<file path="config.mk">
export PLATFORM = sky130hd
export DESIGN_NAME = ledg_share_ctrl
export DESIGN_NICKNAME = d
export VERILOG_FILES = /design/src/rtl/ledg_share_ctrl.sv
export SDC_FILE = /design/constraint.sdc
export NUM_CORES = 1
export LEC_CHECK = 0
export BUFFER_PORTS_ARGS = -buffer_cell sky130_fd_sc_hd__buf_2
export CAP_MARGIN = 10
export CORE_MARGIN = 8
export CORE_UTILIZATION = 55
export CTS_BUF_LIST = sky130_fd_sc_hd__clkbuf_8
export DETAILED_ROUTE_END_ITERATION = 8
export PLACE_DENSITY = 0.8
export SLEW_MARGIN = 30
export SYNTH_ARGS = -nofsm -noshare
export SYNTH_HDL_FRONTEND = slang
export SYNTH_SLANG_ARGS = --single-unit
</file>
<file path="constraint.sdc">
create_clock -name iCLK -period 2.55 [get_ports iCLK]
set_input_delay 0.3825 -clock iCLK [delete_from_list [all_inputs] [get_ports iCLK]]
set_output_delay 0.3825 -clock iCLK [all_outputs]
set_load 0.01 [all_outputs]
</file>
<file path="src/rtl/ledg_share_ctrl.sv">
// Shares the 8-bit green LED bar between four clients: round-robin grants on a
// prescaled tick, minimum hold time, blank gap between owners, idle bounce.
module ledg_share_ctrl #(
  parameter int PRESC_W    = 21,
  parameter int HOLD_TICKS = 8
) (
  input  logic        iCLK,
  input  logic        iRST_N,
  input  logic [3:0]  iREQ,
  input  logic [31:0] iPAT,
  output logic [3:0]  oGNT,
  output logic        oBUSY,
  output logic        oTICK,
  output logic [7:0]  LED
);

  typedef enum logic [1:0] {IDLE, OWN, GAP} state_t;

  state_t             state, state_nxt;
  logic [PRESC_W-1:0] cnt;
  logic               tick;
  logic [7:0]         led, led_nxt;
  logic               dir, dir_nxt;
  logic [3:0]         gnt, gnt_nxt;
  logic [1:0]         last, last_nxt;
  logic [7:0]         hold, hold_nxt;
  logic               busy;

  logic [1:0]         winner;
  logic [1:0]         idx;
  logic               found;
  logic [7:0]         owner_pat;
  logic [7:0]         winner_pat;
  logic               others;

  assign tick  = &cnt;
  assign oTICK = tick;
  assign oGNT  = gnt;
  assign oBUSY = busy;
  assign LED   = led;

  // The previous owner is searched last, so it only wins when nobody else asks.
  always_comb begin
    found  = 1'b0;
    winner = last;
    idx    = last;
    for (int i = 1; i <= 4; i++) begin
      idx = last + 2'(i);
      if (!found && iREQ[idx]) begin
        found  = 1'b1;
        winner = idx;
      end
    end
  end

  assign owner_pat  = iPAT[{last, 3'b000} +: 8];
  assign winner_pat = iPAT[{winner, 3'b000} +: 8];
  assign others     = |(iREQ & ~gnt);

  always_comb begin
    state_nxt = state;
    led_nxt   = led;
    dir_nxt   = dir;
    gnt_nxt   = gnt;
    last_nxt  = last;
    hold_nxt  = hold;

    case (state)
      IDLE: begin
        if (tick) begin
          if (found) begin
            state_nxt = OWN;
            gnt_nxt   = 4'b0001 << winner;
            last_nxt  = winner;
            hold_nxt  = 8'(HOLD_TICKS - 1);
            led_nxt   = winner_pat;
          end else if (!dir) begin
            if (led == 8'h80) begin
              led_nxt = 8'h40;
              dir_nxt = 1'b1;
            end else begin
              led_nxt = led << 1;
            end
          end else begin
            if (led == 8'h01) begin
              led_nxt = 8'h02;
              dir_nxt = 1'b0;
            end else begin
              led_nxt = led >> 1;
            end
          end
        end
      end

      OWN: begin
        // Pattern follows the owner every clock, not just on ticks.
        led_nxt = owner_pat;
        if (tick) begin
          if (!iREQ[last]) begin
            state_nxt = GAP;
            gnt_nxt   = 4'b0000;
            led_nxt   = 8'h00;
          end else if (hold != 8'd0) begin
            hold_nxt = hold - 8'd1;
          end else if (others) begin
            state_nxt = GAP;
            gnt_nxt   = 4'b0000;
            led_nxt   = 8'h00;
          end
        end
      end

      GAP: begin
        if (tick) begin
          if (found) begin
            state_nxt = OWN;
            gnt_nxt   = 4'b0001 << winner;
            last_nxt  = winner;
            hold_nxt  = 8'(HOLD_TICKS - 1);
            led_nxt   = winner_pat;
          end else begin
            state_nxt = IDLE;
            led_nxt   = 8'h01;
            dir_nxt   = 1'b0;
          end
        end
      end

      default: begin
        state_nxt = IDLE;
        gnt_nxt   = 4'b0000;
        led_nxt   = 8'h01;
        dir_nxt   = 1'b0;
      end
    endcase
  end

  always_ff @(posedge iCLK) begin
    if (!iRST_N) begin
      cnt   <= '0;
      state <= IDLE;
      led   <= 8'h01;
      dir   <= 1'b0;
      gnt   <= 4'b0000;
      last  <= 2'd3;
      hold  <= 8'd0;
      busy  <= 1'b0;
    end else begin
      cnt   <= cnt + PRESC_W'(1);
      state <= state_nxt;
      led   <= led_nxt;
      dir   <= dir_nxt;
      gnt   <= gnt_nxt;
      last  <= last_nxt;
      hold  <= hold_nxt;
      busy  <= (state_nxt != IDLE);
    end
  end

endmodule

</file>
* Yosys cells after proc, flatten, opt, wreduce, memory -nomap -nowiden
Index checks and enable logic that the tools add are counted.
** Cells by class
- Add/subtract/negate cells :: 5
- Magnitude comparators :: 4
- Equal/unequal tests :: 15
- Shift operators :: 3
- Muxes and demuxes :: 58
- Bitwise logic cells :: 3
- Reductions and logical operators :: 18
** Operators by type and width (count)
- two-way mux 8 bit :: 15
- indexed part select 32 x 6 -> 8 bit :: 2
- two-way mux 4 bit :: 6
- one-hot mux 8 bit (3 select lines) :: 1
- AND reduction 23 bit :: 1
- two-way mux 2 bit :: 11
- adder 21 x 1 -> 21 bit, second input constant :: 1
- AND reduction 21 bit :: 1
- two-way mux 1 bit :: 16
- one-hot mux 8 bit (2 select lines) :: 1
- inequality test 2 bit, second input constant :: 7
- less-than comparator 2 x 3 -> 1 bit, second input constant :: 4
- AND reduction 5 bit :: 2
- binary-select mux 1 bit (select 2 bit) :: 4
- == test 8 x 1 -> 1 bit, second input constant :: 1
- == test 8 bit, second input constant :: 1
- one-hot mux 4 bit (2 select lines) :: 1
- nonzero test 8 bit :: 1
- subtractor 8 x 1 -> 8 bit, second input constant :: 1
- two-way mux 7 bit :: 1
- inequality test 3 bit, second input constant :: 2
- one-hot mux 2 bit (3 select lines) :: 1
- AND reduction 6 bit :: 1
- adder 2 bit, second input constant :: 2
- other kinds (16) :: 22
** Word-level totals
- Flip-flop bits (word level) :: 47
- Input bits :: 38
- Logic and storage cells :: 114

* Longest topological paths before layout
Gate-level depths: netlist of run 1.
- Word-level depth :: 17
- Mapped depth :: 8
- Mapped depth without buffers :: 8

* Worst setup path before layout of run 1
Ideal clock, no wire load.
- Kind :: reg2reg
- From :: register cnt[0]
- To :: register led[0], in the netlist LED[0]
- Library setup time :: 0.122 ns
- Arrival time :: 1.889 ns
- Setup slack :: 0.539 ns
- Stages on the path, launching flop included :: 8
- Path buffers :: 0
- Clock period less this slack :: 2.011 ns
- Cells stage by stage :: dfxtp_1 > ha_1 > nand3_2 > or3_4 > nor3_4 > a21boi_2 > and2_0 > o32a_1
** Between the ends
- Cells in the longest elaborated chain, start to end :: 3
- Elaborated cells between the ends (all ways) :: 6
- Those cells by class :: eq/ne: 2; mux: 2; reduce/logical: 2
** Ends and longest elaborated chain
- start: declaration :: line 20 : logic [PRESC_W-1:0] cnt;
- start signal: assignment :: line 149 : cnt <= cnt + PRESC_W'(1);
- AND reduction 21 bit (*) :: line 36 : assign tick = &cnt;
- two-way mux 8 bit or inequality test 2 bit (tied branches)
- one-hot mux 8 bit (3 select lines) or AND reduction 2 bit (tied branches)
- end signal: assignment :: line 151 : led <= led_nxt;
- end: declaration :: line 22 : logic [7:0] led, led_nxt;
Mark *: on every way between the ends. The rest lies on a longest branch, timed or not.
A chain may end at the register's enable or synchronous reset.

* Worst setup path after layout of run 1
- From :: register cnt[0]
- To :: output oTICK
** Between the ends
- Cells in the longest elaborated chain, start to end :: 1
** Ends and longest elaborated chain
- AND reduction 21 bit :: line 36
- end: declaration :: line 13 : output logic oTICK,
No other way between the ends.

==> results of run 1 <==
==> flip-flops by register name, indices dropped and copies added, names as in the netlist <==
name,flops
LED,8
cnt,21
dir,1
hold,8
last,2
oBUSY,1
oGNT,4
state,2
==> final cells by class <==
class                      count  area [sq um]
multi-input combinational    271          1940
timing repair buffer          59           315
inverter                       8          30.0
clock inverter                 2          12.5
sequential                    47           941
fill                         463          1730
tap                           70          87.6
clock buffer                   6          82.6
==> what timing repair did <==
action                                  CTS  global route
endpoints found under the setup margin    1             1
pin swaps                                 0             1
gates resized for setup                   1             0
==> layout by cell type (no fill, tap or decap), types with 3 or more instances in the layout <==
cell,synthesis,routed
sky130_fd_sc_hd__buf_2,2,51
sky130_fd_sc_hd__dfxtp_1,47,47
sky130_fd_sc_hd__nor2_1,42,42
sky130_fd_sc_hd__nand2_1,38,38
sky130_fd_sc_hd__nand3_1,13,13
sky130_fd_sc_hd__xor2_1,13,13
sky130_fd_sc_hd__xnor2_1,10,10
sky130_fd_sc_hd__o211ai_1,10,10
sky130_fd_sc_hd__mux4_2,9,9
sky130_fd_sc_hd__and3_1,9,9
sky130_fd_sc_hd__inv_1,7,8
sky130_fd_sc_hd__a21oi_1,8,8
sky130_fd_sc_hd__buf_4,1,8
sky130_fd_sc_hd__nor2b_1,7,7
sky130_fd_sc_hd__mux2i_1,7,7
sky130_fd_sc_hd__o21ai_0,7,7
sky130_fd_sc_hd__a32o_1,6,6
sky130_fd_sc_hd__o21ai_1,6,6
sky130_fd_sc_hd__clkbuf_8,0,6
sky130_fd_sc_hd__nand4_1,5,5
sky130_fd_sc_hd__nand2b_1,5,5
sky130_fd_sc_hd__mux2_2,5,5
sky130_fd_sc_hd__and4_1,4,4
sky130_fd_sc_hd__nor4_1,4,4
sky130_fd_sc_hd__and2_1,4,4
sky130_fd_sc_hd__a22oi_1,4,4
sky130_fd_sc_hd__nor3_1,3,3
sky130_fd_sc_hd__a2111oi_0,3,3
sky130_fd_sc_hd__a32oi_1,3,3
sky130_fd_sc_hd__a31oi_1,3,3
sky130_fd_sc_hd__ha_1,3,3
==> report_power, final <==
group | leakage, nW | total, W | switching [W] | internal [W]
combinational | 0.967 | 0.000143 | 0.0000762 | 0.0000666
sequential | 0.379 | 0.000741 | 0.00000391 | 0.000737
clock | 0.0526 | 0.000472 | 0.000253 | 0.000219
==> synth_stat cells (3+ instances only) <==
cell | number | area (sq um)
sky130_fd_sc_hd__a2111oi_0 | 3 | 26.3
sky130_fd_sc_hd__a21oi_1 | 8 | 40.0
sky130_fd_sc_hd__a22oi_1 | 4 | 30.0
sky130_fd_sc_hd__a31oi_1 | 3 | 18.8
sky130_fd_sc_hd__a32o_1 | 6 | 60.1
sky130_fd_sc_hd__a32oi_1 | 3 | 26.3
sky130_fd_sc_hd__and2_1 | 4 | 25.0
sky130_fd_sc_hd__and3_1 | 9 | 56.3
sky130_fd_sc_hd__and4_1 | 4 | 35.0
sky130_fd_sc_hd__clkbuf_1 | 8 | 30.0
sky130_fd_sc_hd__dfxtp_1 | 47 | 941
sky130_fd_sc_hd__ha_1 | 3 | 37.5
sky130_fd_sc_hd__inv_1 | 7 | 26.3
sky130_fd_sc_hd__mux2_2 | 5 | 56.3
sky130_fd_sc_hd__mux2i_1 | 7 | 70.1
sky130_fd_sc_hd__mux4_2 | 9 | 203
sky130_fd_sc_hd__nand2_1 | 38 | 143
sky130_fd_sc_hd__nand2b_1 | 5 | 31.3
sky130_fd_sc_hd__nand3_1 | 13 | 65.1
sky130_fd_sc_hd__nand4_1 | 5 | 31.3
sky130_fd_sc_hd__nor2_1 | 42 | 158
sky130_fd_sc_hd__nor2b_1 | 7 | 43.8
sky130_fd_sc_hd__nor3_1 | 3 | 15.0
sky130_fd_sc_hd__nor3_2 | 3 | 30.0
sky130_fd_sc_hd__nor4_1 | 4 | 25.0
sky130_fd_sc_hd__o211ai_1 | 10 | 75.1
sky130_fd_sc_hd__o21ai_0 | 7 | 35.0
sky130_fd_sc_hd__o21ai_1 | 6 | 30.0
sky130_fd_sc_hd__xnor2_1 | 10 | 87.6
sky130_fd_sc_hd__xor2_1 | 13 | 114
==> worst reg2reg max path, cell delays in order (launching register included) <==
cell	delay, ns
sky130_fd_sc_hd__dfxtp_1	0.67
sky130_fd_sc_hd__mux4_2	0.60
sky130_fd_sc_hd__o211a_1	0.18
sky130_fd_sc_hd__o2111ai_4	0.37
sky130_fd_sc_hd__nor4_1	0.11
sky130_fd_sc_hd__xnor2_1	0.15
sky130_fd_sc_hd__nor2_1	0.05
==> worst max path at each step <==
stage | to | cells after the start
floorplan | LED[0]$_SDFFE_PN1P_ | 7
global placement | LED[7]$_SDFFE_PN0P_ | 7
detailed placement | LED[1]$_SDFFE_PN0P_ | 7
CTS | oTICK | 5
global route | oTICK | 5
finish | oTICK | 5
==> cell families (layout without fill, tap and decap cells) <==
kind of cell	Yosys count	count (layout)	synth area share [%]
AO/OA/AOI/OAI	71	71	18.8
adder cells (fa/ha/maj)	3	3	1.27
buffers and inverters	20	75	2.75
AND/OR/NAND/NOR	153	153	27.4
flip-flops	47	47	31.8
multiplexers	21	21	11.1
XOR/XNOR	23	23	6.81
==> metrics by stage <==
stage	total power (W)	util, %	cell area, sq um
floorplan	0.000838	-	2960
global route	0.00141	66.3	3410
detailed placement	0.000899	64.4	3310
global placement	0.000896	64.4	3310
CTS	0.00137	66.3	3410
finish	0.00136	66.3	3410
==> per-layer routing <==
metal,routed length [um],part of all wire (%)
met4,85,1.1
met2,3680,50
met1,3150,43
met3,493,6.7
met5,0,0
==> impl_metrics.prom, run 1 <==
# TYPE chip_impl_metric gauge
chip_impl_metric{name="vdd.ir_drop.worst",unit="uV"} 281
chip_impl_metric{name="final.setup.worst_slack",unit="ns"} 0.171
chip_impl_metric{name="maxSlewViolCount",unit=""} 0
chip_impl_metric{name="drtAntennaViolNets",unit=""} 0
chip_impl_metric{name="port_buffers",unit=""} 51
chip_impl_metric{name="max_slew.worst_pin.slew",unit="ns"} 0.562
chip_impl_info{name="cts_tree",value="yes"} 1
chip_impl_metric{name="static-leakage-power",unit="nW"} 1.40
chip_impl_metric{name="vias_post_dr",unit=""} 2797
chip_impl_metric{name="groute.layer.met2.usage",unit="%"} 34.8
chip_impl_metric{name="drive_gt1_share",unit="%"} 25.4
chip_impl_metric{name="grt_max_degree",unit=""} 26
chip_impl_metric{name="antenna_found_initial",unit=""} 0
chip_impl_metric{name="pin_count",unit=""} 52
chip_impl_metric{name="fin_nets",unit=""} 433
chip_impl_metric{name="post_synth_edffs",unit=""} 0
chip_impl_metric{name="cts_made_buffers",unit=""} 5
chip_impl_metric{name="wl_final",unit="mm"} 7.41
chip_impl_metric{name="post_cts_setup_bufs",unit=""} 0
chip_impl_metric{name="hold_slack",unit="ns"} 0.468
chip_impl_metric{name="holdBufCountCts",unit=""} 0
chip_impl_info{name="worstReg2RegStart",value="last[1]$_SDFFE_PN1P_"} 1
chip_impl_metric{name="grt_use_met3",unit="%"} 4.50
chip_impl_metric{name="timing.critical_path.arrival",unit="ns"} 2.00
chip_impl_metric{name="clk_pin_slew_worst_paths",unit="ns"} 0.09
chip_impl_metric{name="num_rows",unit=""} 26
chip_impl_metric{name="ys_types",unit=""} 63
chip_impl_metric{name="die-width",unit="um"} 89.3
chip_impl_metric{name="dpl_worst_slack",unit="ns"} 0.265
chip_impl_info{name="rsz0062_at_grt",value="no"} 1
chip_impl_metric{name="first_global_vias",unit=""} 2749
chip_impl_metric{name="mappedNetlistNets",unit=""} 379
chip_impl_metric{name="synth-async-reset-ratio",unit="%"} 0
chip_impl_metric{name="setup_slack_reg_to_reg",unit="ns"} 0.30
chip_impl_metric{name="critPathMaxStageDelay",unit="ns"} 0.44
chip_impl_info{name="worstSetupEndpointType",value="primary output"} 1
chip_impl_metric{name="drcViolationCount",unit=""} 0
chip_impl_metric{name="power-per-cell-area",unit="nW/um^2"} 398
chip_impl_metric{name="routabilityCongestion",unit=""} 0.865
chip_impl_metric{name="required_arrival_time_at_the_worst_endpoint",unit="ns"} 2.17
chip_impl_info{name="status",value="finished, final reports clean"} 1
chip_impl_metric{name="drt_pass1_iterations",unit=""} 4
chip_impl_metric{name="yosys_warnings",unit=""} 0
chip_impl_info{name="worstSetupPathType",value="flip-flop to primary output"} 1
chip_impl_metric{name="post-dp-hpwl",unit="mm"} 5.69
chip_impl_metric{name="hold-path-cell-count",unit=""} 2
chip_impl_metric{name="dp.cells",unit=""} 455
chip_impl_metric{name="clock_sink_count",unit=""} 47
chip_impl_info{name="critical_path.cell_chain",value="ha_1 > nand3_2 > or3_4 > nor3_4 > buf_2"} 1
chip_impl_metric{name="clock_latency",unit="ns"} 0.30
chip_impl_metric{name="maximum_clock_frequency",unit="MHz"} 420
chip_impl_info{name="worst_hold_path.endpoint",value="last[1]$_SDFFE_PN1P_"} 1
chip_impl_metric{name="initial_core_util",unit="%"} 57.5
chip_impl_metric{name="max_cap_viol_count",unit=""} 0
chip_impl_metric{name="route.detailed.vias_per_inst",unit=""} 6.04
chip_impl_metric{name="die_y",unit="um"} 89.3
chip_impl_metric{name="finalCriticalPeriod",unit="ns"} 2.38
chip_impl_metric{name="synth.ff_latch_count",unit=""} 47
chip_impl_metric{name="r2r.worst_path.cells",unit=""} 6
chip_impl_info{name="crit_path_top_delay_cell",value="sky130_fd_sc_hd__or3_4"} 1
chip_impl_metric{name="max-clock-path-buffers",unit=""} 2
chip_impl_info{name="min_from",value="iRST_N"} 1
chip_impl_metric{name="setup_viol",unit=""} 0
chip_impl_metric{name="post_synth_instance_area",unit="sq um"} 2960
chip_impl_info{name="globalRoute.busiestLayer",value="met2"} 1
chip_impl_metric{name="synth_sequential_area_ratio",unit="%"} 31.8
chip_impl_info{name="cp-start-kind",value="flip-flop"} 1
chip_impl_metric{name="detailedRoute.firstIterationViolations",unit=""} 224
chip_impl_metric{name="floorplan.die_area",unit="sq um"} 7980
chip_impl_metric{name="timing.max_slew.rel_slack",unit="%"} 62.3
chip_impl_metric{name="syn_inst",unit=""} 338
chip_impl_info{name="r2r-end",value="hold[3]$_SDFFE_PN0P_"} 1
chip_impl_metric{name="cts_htree_levels",unit=""} 2
chip_impl_info{name="cp_launch_point",value="cnt[0]$_SDFF_PN0_"} 1
chip_impl_info{name="clock-root-buffer",value="sky130_fd_sc_hd__clkbuf_8"} 1
chip_impl_metric{name="post_drt_wl_per_cell",unit="um"} 16.0
chip_impl_metric{name="min_period_over_period",unit="%"} 93.3
chip_impl_metric{name="final_hold_fails",unit=""} 0
chip_impl_metric{name="design.core.area",unit="sq um"} 5140
chip_impl_metric{name="finalClockSkew",unit="ns"} 0.00570
chip_impl_metric{name="antenna_diode_count",unit=""} 0
chip_impl_metric{name="flow.area_growth_from_synthesis",unit="%"} 15.3
chip_impl_metric{name="globalRouteOverflowTotal",unit=""} 0
chip_impl_metric{name="layoutNonFillerInstCount",unit=""} 463
chip_impl_info{name="worst_hold_check_path_type",value="primary input to flip-flop"} 1
chip_impl_metric{name="critical_path_buf_inv_count",unit=""} 1
chip_impl_metric{name="globalRouteMet1Util",unit="%"} 24.2
chip_impl_metric{name="totalNegativeSetupSlack",unit="ns"} 0
chip_impl_info{name="primary_ff_master_synth",value="sky130_fd_sc_hd__dfxtp_1"} 1
chip_impl_info{name="critPathTopFamily",value="simple AND/OR/NAND/NOR gates"} 1
chip_impl_metric{name="synth_area_per_cell",unit="sq um"} 8.75
chip_impl_metric{name="critPathMaxFanout",unit=""} 6
chip_impl_metric{name="grt_pass1_wl",unit="mm"} 12.8
chip_impl_metric{name="grt_util_all_layers",unit="%"} 20.0
(Power assumes the default switching activity.)
==> run 2: changes to the inputs <==
PLACE_DENSITY = unset   (was 0.8)
PLACE_DENSITY_LB_ADDON = 0.15   (was unset)
==> impl_metrics.prom, run 2 (synthesis gave the netlist of run 1 again) <==
# TYPE chip_impl_metric gauge
chip_impl_metric{name="post_cts_setup_bufs",unit=""} 0
chip_impl_metric{name="holdBufCountCts",unit=""} 0
chip_impl_metric{name="required_arrival_time_at_the_worst_endpoint",unit="ns"} 2.17
chip_impl_metric{name="total_cell_area_at_the_placement_stage",unit="sq um"} 3320
chip_impl_metric{name="internal_power",unit="W"} 0.000992
chip_impl_metric{name="floorplan.die_area",unit="sq um"} 7980
chip_impl_metric{name="first_global_vias",unit=""} 2678
chip_impl_metric{name="dp.cells",unit=""} 456
chip_impl_metric{name="die_y",unit="um"} 89.3
chip_impl_info{name="layout_common_cells",value="51 x sky130_fd_sc_hd__buf_2, 47 x sky130_fd_sc_hd__dfxtp_1, 42 x sky130_fd_sc_hd__nor2_1"} 1
chip_impl_metric{name="grt_util_all_layers",unit="%"} 20.2
chip_impl_metric{name="static-leakage-power",unit="nW"} 1.40
chip_impl_metric{name="power-per-cell-area",unit="nW/um^2"} 390
chip_impl_info{name="worstSetupPathType",value="flip-flop to primary output"} 1
chip_impl_metric{name="power.share.sequential",unit="%"} 55.8
chip_impl_metric{name="maximum_clock_frequency",unit="MHz"} 416
chip_impl_metric{name="min_period_over_period",unit="%"} 94.3
chip_impl_metric{name="post-dp-hpwl",unit="mm"} 5.67
chip_impl_metric{name="drt_pass1_iterations",unit=""} 5
chip_impl_metric{name="fin_nets",unit=""} 434
chip_impl_metric{name="design.core.area",unit="sq um"} 5140
chip_impl_metric{name="max-clock-path-buffers",unit=""} 2
chip_impl_metric{name="power.share.switching",unit="%"} 25.3
chip_impl_metric{name="finalCriticalPeriod",unit="ns"} 2.40
chip_impl_info{name="cts_tree",value="yes"} 1
chip_impl_metric{name="die-width",unit="um"} 89.3
chip_impl_metric{name="setup_viol",unit=""} 0
chip_impl_metric{name="final_hold_fails",unit=""} 0
chip_impl_metric{name="pwr-share-clk",unit="%"} 33.4
chip_impl_metric{name="antenna_diode_count",unit=""} 0
chip_impl_metric{name="num_rows",unit=""} 26
chip_impl_metric{name="routabilityCongestion",unit=""} 0.864
chip_impl_metric{name="critPathMaxFanout",unit=""} 6
chip_impl_metric{name="timing.critical_path.arrival",unit="ns"} 2.02
chip_impl_metric{name="fill_cells",unit=""} 467
chip_impl_metric{name="p_switching",unit="W"} 0.000336
chip_impl_metric{name="drive_gt1_share",unit="%"} 25.9
chip_impl_metric{name="initial_core_util",unit="%"} 57.5
chip_impl_metric{name="timing.max_slew.rel_slack",unit="%"} 63.6
chip_impl_metric{name="flow.area_growth_from_synthesis",unit="%"} 15.2
chip_impl_metric{name="max_cap_viol_count",unit=""} 0
chip_impl_metric{name="pin_count",unit=""} 52
chip_impl_metric{name="port_buffers",unit=""} 51
chip_impl_info{name="worstSetupEndpointType",value="primary output"} 1
chip_impl_metric{name="clock_sink_count",unit=""} 47
chip_impl_metric{name="grt_max_degree",unit=""} 26
chip_impl_info{name="worst_hold_check_path_type",value="primary input to flip-flop"} 1
chip_impl_metric{name="detailedRoute.firstIterationViolations",unit=""} 231
chip_impl_metric{name="maxSlewViolCount",unit=""} 0
chip_impl_metric{name="drcViolationCount",unit=""} 0
chip_impl_metric{name="antenna_found_initial",unit=""} 0
chip_impl_metric{name="share_comb_of_total_power",unit="%"} 10.8
chip_impl_metric{name="cts_htree_levels",unit=""} 2
chip_impl_metric{name="drtAntennaViolNets",unit=""} 0
chip_impl_metric{name="largest_reg_flops",unit=""} 21
chip_impl_metric{name="globalRouteOverflowTotal",unit=""} 0
chip_impl_info{name="status",value="finished, final reports clean"} 1
chip_impl_info{name="commonest_non_fill_non_tap_cell_in_the_layout",value="sky130_fd_sc_hd__buf_2"} 1
chip_impl_info{name="registers.top_by_ff_count",value="cnt"} 1
chip_impl_metric{name="wl_final",unit="mm"} 7.57
chip_impl_metric{name="max_slew.worst_pin.slew",unit="ns"} 0.546
chip_impl_metric{name="grt_pass1_wl",unit="mm"} 12.8
chip_impl_metric{name="route.detailed.vias_per_inst",unit=""} 6.09
chip_impl_metric{name="clk_pin_slew_worst_paths",unit="ns"} 0.09
chip_impl_metric{name="hold_slack",unit="ns"} 0.461
chip_impl_metric{name="clock_latency",unit="ns"} 0.30
chip_impl_metric{name="vdd.ir_drop.worst",unit="uV"} 273
chip_impl_info{name="clock-root-buffer",value="sky130_fd_sc_hd__clkbuf_8"} 1
chip_impl_info{name="cp-start-kind",value="flip-flop"} 1
chip_impl_metric{name="cts_made_buffers",unit=""} 5
chip_impl_metric{name="layoutNonFillerInstCount",unit=""} 464
chip_impl_metric{name="final_core_util",unit="%"} 66.3
chip_impl_metric{name="vias_post_dr",unit=""} 2828
chip_impl_metric{name="finalClockSkew",unit="ns"} 0.00729
chip_impl_metric{name="layout.cell_area.non_filler",unit="sq um"} 3410
chip_impl_metric{name="post_drt_wl_per_cell",unit="um"} 16.3
chip_impl_info{name="rsz0062_at_grt",value="no"} 1
chip_impl_metric{name="totalNegativeSetupSlack",unit="ns"} 0
## run 2: changes by cell type in the layout (fill, tap and decap cells not counted)
cell                       change
sky130_fd_sc_hd__clkinv_4      -1
sky130_fd_sc_hd__buf_4         +1
sky130_fd_sc_hd__inv_1         -1
sky130_fd_sc_hd__clkinv_2      +3
sky130_fd_sc_hd__clkbuf_8      -1
## run 2: final timing paths
kind                      from              endpoint  slack (ns)  depth (start not counted)
max          cnt[0]$_SDFF_PN0_                 oTICK        0.15                          5
min                     iRST_N  last[0]$_SDFFE_PN1P_        0.46                          2
max reg2reg  cnt[0]$_SDFF_PN0_   LED[0]$_SDFFE_PN1P_        0.29                          7
min reg2reg  cnt[0]$_SDFF_PN0_     cnt[0]$_SDFF_PN0_        0.46                          1
## run 2: area by class of cell
| cell class | count | area, sq um | area share [%] |
|---|---|---|---|
| clock buffer | 5 | 68.8 | 2.02 |
| multi-input combinational | 271 | 1940 | 57.0 |
| tap | 70 | 87.6 | 2.57 |
| sequential | 47 | 941 | 27.6 |
| timing repair buffer | 60 | 323 | 9.48 |
| clock inverter | 3 | 15.0 | 0.441 |
| inverter | 8 | 30.0 | 0.882 |
## run 2: power by group through the flow
stage | sequential, W | clock [W] | combinational, W
4_1_cts | 0.000741 | 0.000451 | 0.000143
5_1_grt | 0.000742 | 0.000480 | 0.000158
3_5_place_dp | 0.000758 | 0 | 0.000142
3_3_place_gp | 0.000758 | 0 | 0.000139
2_1_floorplan | 0.000757 | 0 | 0.0000810
6_report | 0.000741 | 0.000443 | 0.000144
## run 2: layer usage
| metal | GRT usage [%] | part of all wire, % |
|---|---|---|
| met1 | 27.9 | 45 |
| met2 | 30.0 | 46 |
| met3 | 4.14 | 7.5 |
| met4 | 7.40 | 1.5 |
| met5 | 0 | 0 |
## run 2: stage by stage
| stage | total power [W] | worst slack (ns) |
|---|---|---|
| after floorplan | 0.000838 | 0.539 |
| after global placement | 0.000896 | 0.372 |
| after detailed placement | 0.000900 | 0.302 |
| after CTS | 0.00134 | 0.0537 |
| after global routing | 0.00138 | 0.0586 |
| final | 0.00133 | 0.146 |
## run 2: repair_timing
action	in CTS	in global routing
resized for setup	0	1
endpoints found under the setup margin	0	1
endpoints found under the hold margin	0	0
## run 2: worst max-delay path, cell delays in order (launching register included)
cell                      delay, ns
sky130_fd_sc_hd__dfxtp_1       0.37
sky130_fd_sc_hd__ha_1          0.21
sky130_fd_sc_hd__nand3_2       0.15
sky130_fd_sc_hd__or3_4         0.44
sky130_fd_sc_hd__nor3_4        0.34
sky130_fd_sc_hd__buf_2         0.21
==> run 3: changes to the inputs <==
CORE_MARGIN = 2   (was 8)
==> impl_metrics.prom, run 3 (synthesis gave the netlist of run 1 again) <==
# TYPE chip_impl_metric gauge
chip_impl_info{name="worstReg2RegStart",value="cnt[0]$_SDFF_PN0_"} 1
chip_impl_metric{name="finalCriticalPeriod",unit="ns"} 2.41
chip_impl_metric{name="post_drt_wl_per_cell",unit="um"} 15.4
chip_impl_metric{name="final_hold_fails",unit=""} 0
chip_impl_metric{name="fin_nets",unit=""} 432
chip_impl_info{name="worstSetupPathType",value="flip-flop to primary output"} 1
chip_impl_metric{name="first_global_vias",unit=""} 2685
chip_impl_metric{name="timing.max_slew.rel_slack",unit="%"} 64.3
chip_impl_metric{name="clk_pin_slew_worst_paths",unit="ns"} 0.09
chip_impl_info{name="cts_tree",value="yes"} 1
chip_impl_metric{name="required_arrival_time_at_the_worst_endpoint",unit="ns"} 2.17
chip_impl_metric{name="total_cell_area_at_the_placement_stage",unit="sq um"} 3300
chip_impl_metric{name="maximum_clock_frequency",unit="MHz"} 416
chip_impl_metric{name="clock_sink_count",unit=""} 47
chip_impl_metric{name="detailedRoute.firstIterationViolations",unit=""} 183
chip_impl_metric{name="vias_post_dr",unit=""} 2771
chip_impl_info{name="registers.top_by_ff_count",value="cnt"} 1
chip_impl_info{name="cp-start-kind",value="flip-flop"} 1
chip_impl_metric{name="critical_path_buf_inv_count",unit=""} 1
chip_impl_metric{name="max_cap_viol_count",unit=""} 0
chip_impl_metric{name="post_cts_setup_bufs",unit=""} 0
chip_impl_metric{name="die_y",unit="um"} 77.3
chip_impl_metric{name="hold-path-cell-count",unit=""} 2
chip_impl_info{name="critical_path.cell_chain",value="ha_1 > nand3_2 > or3_4 > nor3_4 > buf_2"} 1
chip_impl_info{name="worst_hold_check_path_type",value="primary input to flip-flop"} 1
chip_impl_metric{name="layoutNonFillerInstCount",unit=""} 462
chip_impl_info{name="critPathTopFamily",value="simple AND/OR/NAND/NOR gates"} 1
chip_impl_metric{name="cts_made_buffers",unit=""} 5
chip_impl_metric{name="floorplan.die_area",unit="sq um"} 5980
chip_impl_metric{name="maxSlewViolCount",unit=""} 0
chip_impl_metric{name="antenna_found_initial",unit=""} 0
chip_impl_metric{name="num_rows",unit=""} 26
chip_impl_metric{name="max_slew.worst_pin.slew",unit="ns"} 0.521
chip_impl_info{name="status",value="finished, final reports clean"} 1
chip_impl_metric{name="initial_core_util",unit="%"} 57.5
chip_impl_metric{name="wl_final",unit="mm"} 7.14
chip_impl_info{name="rsz0062_at_grt",value="no"} 1
chip_impl_metric{name="vdd.ir_drop.worst",unit="uV"} 397
chip_impl_metric{name="grt_util_all_layers",unit="%"} 25.3
chip_impl_metric{name="drtAntennaViolNets",unit=""} 0
chip_impl_metric{name="globalRouteOverflowTotal",unit=""} 0
chip_impl_metric{name="route.detailed.vias_per_inst",unit=""} 6.00
chip_impl_info{name="min_from",value="iRST_N"} 1
chip_impl_metric{name="setup_viol",unit=""} 0
chip_impl_metric{name="grt_max_degree",unit=""} 26
chip_impl_metric{name="max-clock-path-buffers",unit=""} 2
chip_impl_metric{name="antenna_diode_count",unit=""} 0
chip_impl_info{name="layout_common_cells",value="51 x sky130_fd_sc_hd__buf_2, 47 x sky130_fd_sc_hd__dfxtp_1, 42 x sky130_fd_sc_hd__nor2_1"} 1
chip_impl_metric{name="die-width",unit="um"} 77.3
chip_impl_metric{name="design.core.area",unit="sq um"} 5140
chip_impl_metric{name="routabilityCongestion",unit=""} 0.836
chip_impl_metric{name="port_buffers",unit=""} 51
chip_impl_metric{name="timing.critical_path.arrival",unit="ns"} 2.02
chip_impl_metric{name="flow.area_growth_from_synthesis",unit="%"} 15.4
chip_impl_metric{name="critPathMaxStageDelay",unit="ns"} 0.45
chip_impl_info{name="worst_hold_path.endpoint",value="last[0]$_SDFFE_PN1P_"} 1
chip_impl_metric{name="static-leakage-power",unit="nW"} 1.39
chip_impl_metric{name="min_period_over_period",unit="%"} 94.4
chip_impl_metric{name="grt_pass1_wl",unit="mm"} 12.2
chip_impl_metric{name="fill_cells",unit=""} 467
chip_impl_metric{name="drcViolationCount",unit=""} 0
chip_impl_info{name="clock-root-buffer",value="sky130_fd_sc_hd__clkbuf_8"} 1
chip_impl_metric{name="drive_gt1_share",unit="%"} 25.5
chip_impl_info{name="worstSetupEndpointType",value="primary output"} 1
chip_impl_metric{name="setup_slack_reg_to_reg",unit="ns"} 0.26
chip_impl_info{name="r2r-end",value="LED[0]$_SDFFE_PN1P_"} 1
chip_impl_info{name="commonest_non_fill_non_tap_cell_in_the_layout",value="sky130_fd_sc_hd__buf_2"} 1
chip_impl_metric{name="totalNegativeSetupSlack",unit="ns"} 0
chip_impl_metric{name="drt_pass1_iterations",unit=""} 4
chip_impl_metric{name="cts_htree_levels",unit=""} 2
chip_impl_metric{name="dp.cells",unit=""} 454
chip_impl_metric{name="r2r.worst_path.cells",unit=""} 7
chip_impl_metric{name="final_core_util",unit="%"} 66.4
chip_impl_metric{name="critPathMaxFanout",unit=""} 6
chip_impl_info{name="crit_path_top_delay_cell",value="sky130_fd_sc_hd__or3_4"} 1
chip_impl_metric{name="finalClockSkew",unit="ns"} 0.00839
chip_impl_metric{name="pin_count",unit=""} 52
chip_impl_metric{name="largest_reg_flops",unit=""} 21
chip_impl_metric{name="layout.cell_area.non_filler",unit="sq um"} 3410
chip_impl_metric{name="clock_latency",unit="ns"} 0.30
chip_impl_metric{name="post-dp-hpwl",unit="mm"} 5.31
chip_impl_metric{name="power-per-cell-area",unit="nW/um^2"} 406
run 3: changes by cell type in the layout (fill, tap and decap cells not counted):
cell | previous run | this run
sky130_fd_sc_hd__clkinv_2 | 3 | 0
sky130_fd_sc_hd__buf_4 | 9 | 7
sky130_fd_sc_hd__clkbuf_8 | 5 | 7
sky130_fd_sc_hd__clkinvlp_4 | 0 | 1
run 3: worst max-delay path by stage:
stage,start,endpoint,cells after the start
CTS,cnt[0]$_SDFF_PN0_,oTICK,5
floorplan,cnt[0]$_SDFF_PN0_,LED[0]$_SDFFE_PN1P_,7
global placement,cnt[0]$_SDFF_PN0_,oGNT[1]$_SDFFE_PN0P_,7
finish,cnt[0]$_SDFF_PN0_,oTICK,5
detailed placement,cnt[0]$_SDFF_PN0_,LED[0]$_SDFFE_PN1P_,7
global route,cnt[0]$_SDFF_PN0_,oTICK,5
run 3: final cells by class:
class / instances / area, sq um / share of cell area, %
Timing Repair Buffer: 58 / 308 / 9.02
Sequential cell: 47 / 941 / 27.6
Inverter: 8 / 30.0 / 0.880
Multi-Input combinational cell: 271 / 1940 / 56.9
Clock buffer: 7 / 96.3 / 2.82
Clock inverter: 1 / 7.51 / 0.220
Tap cell: 70 / 87.6 / 2.57
run 3: layer usage:
layer | vias to the layer above | track usage, % | share of wire, %
li1 | 1353 | - | -
met1 | 1311 | 34.3 | 45
met2 | 97 | 41.0 | 47
met3 | 10 | 4.24 | 7.0
met4 | 0 | 8.75 | 1.5
met5 | - | 0 | 0
run 3: power by group:
part	switching [W]	total (W)	internal, W
Sequential	0.00000352	0.000741	0.000737
Combinational	0.0000750	0.000142	0.0000666
Clock	0.000257	0.000504	0.000247
run 3: what timing repair did:
action	4_1_cts	5_1_grt
resized for setup	0	1
endpoints found under the setup margin	0	1
hold buffers	0	0
run 3: per-stage QoR:
| stage | worst slack, ns | power, W | hold slack [ns] |
|---|---|---|---|
| CTS | 0.0111 | 0.00141 | 0.441 |
| global placement | 0.331 | 0.000897 | 0.440 |
| global route | 0.0263 | 0.00144 | 0.461 |
| detailed placement | 0.288 | 0.000899 | 0.454 |
| floorplan | 0.539 | 0.000838 | 0.426 |
| finish | 0.144 | 0.00139 | 0.450 |
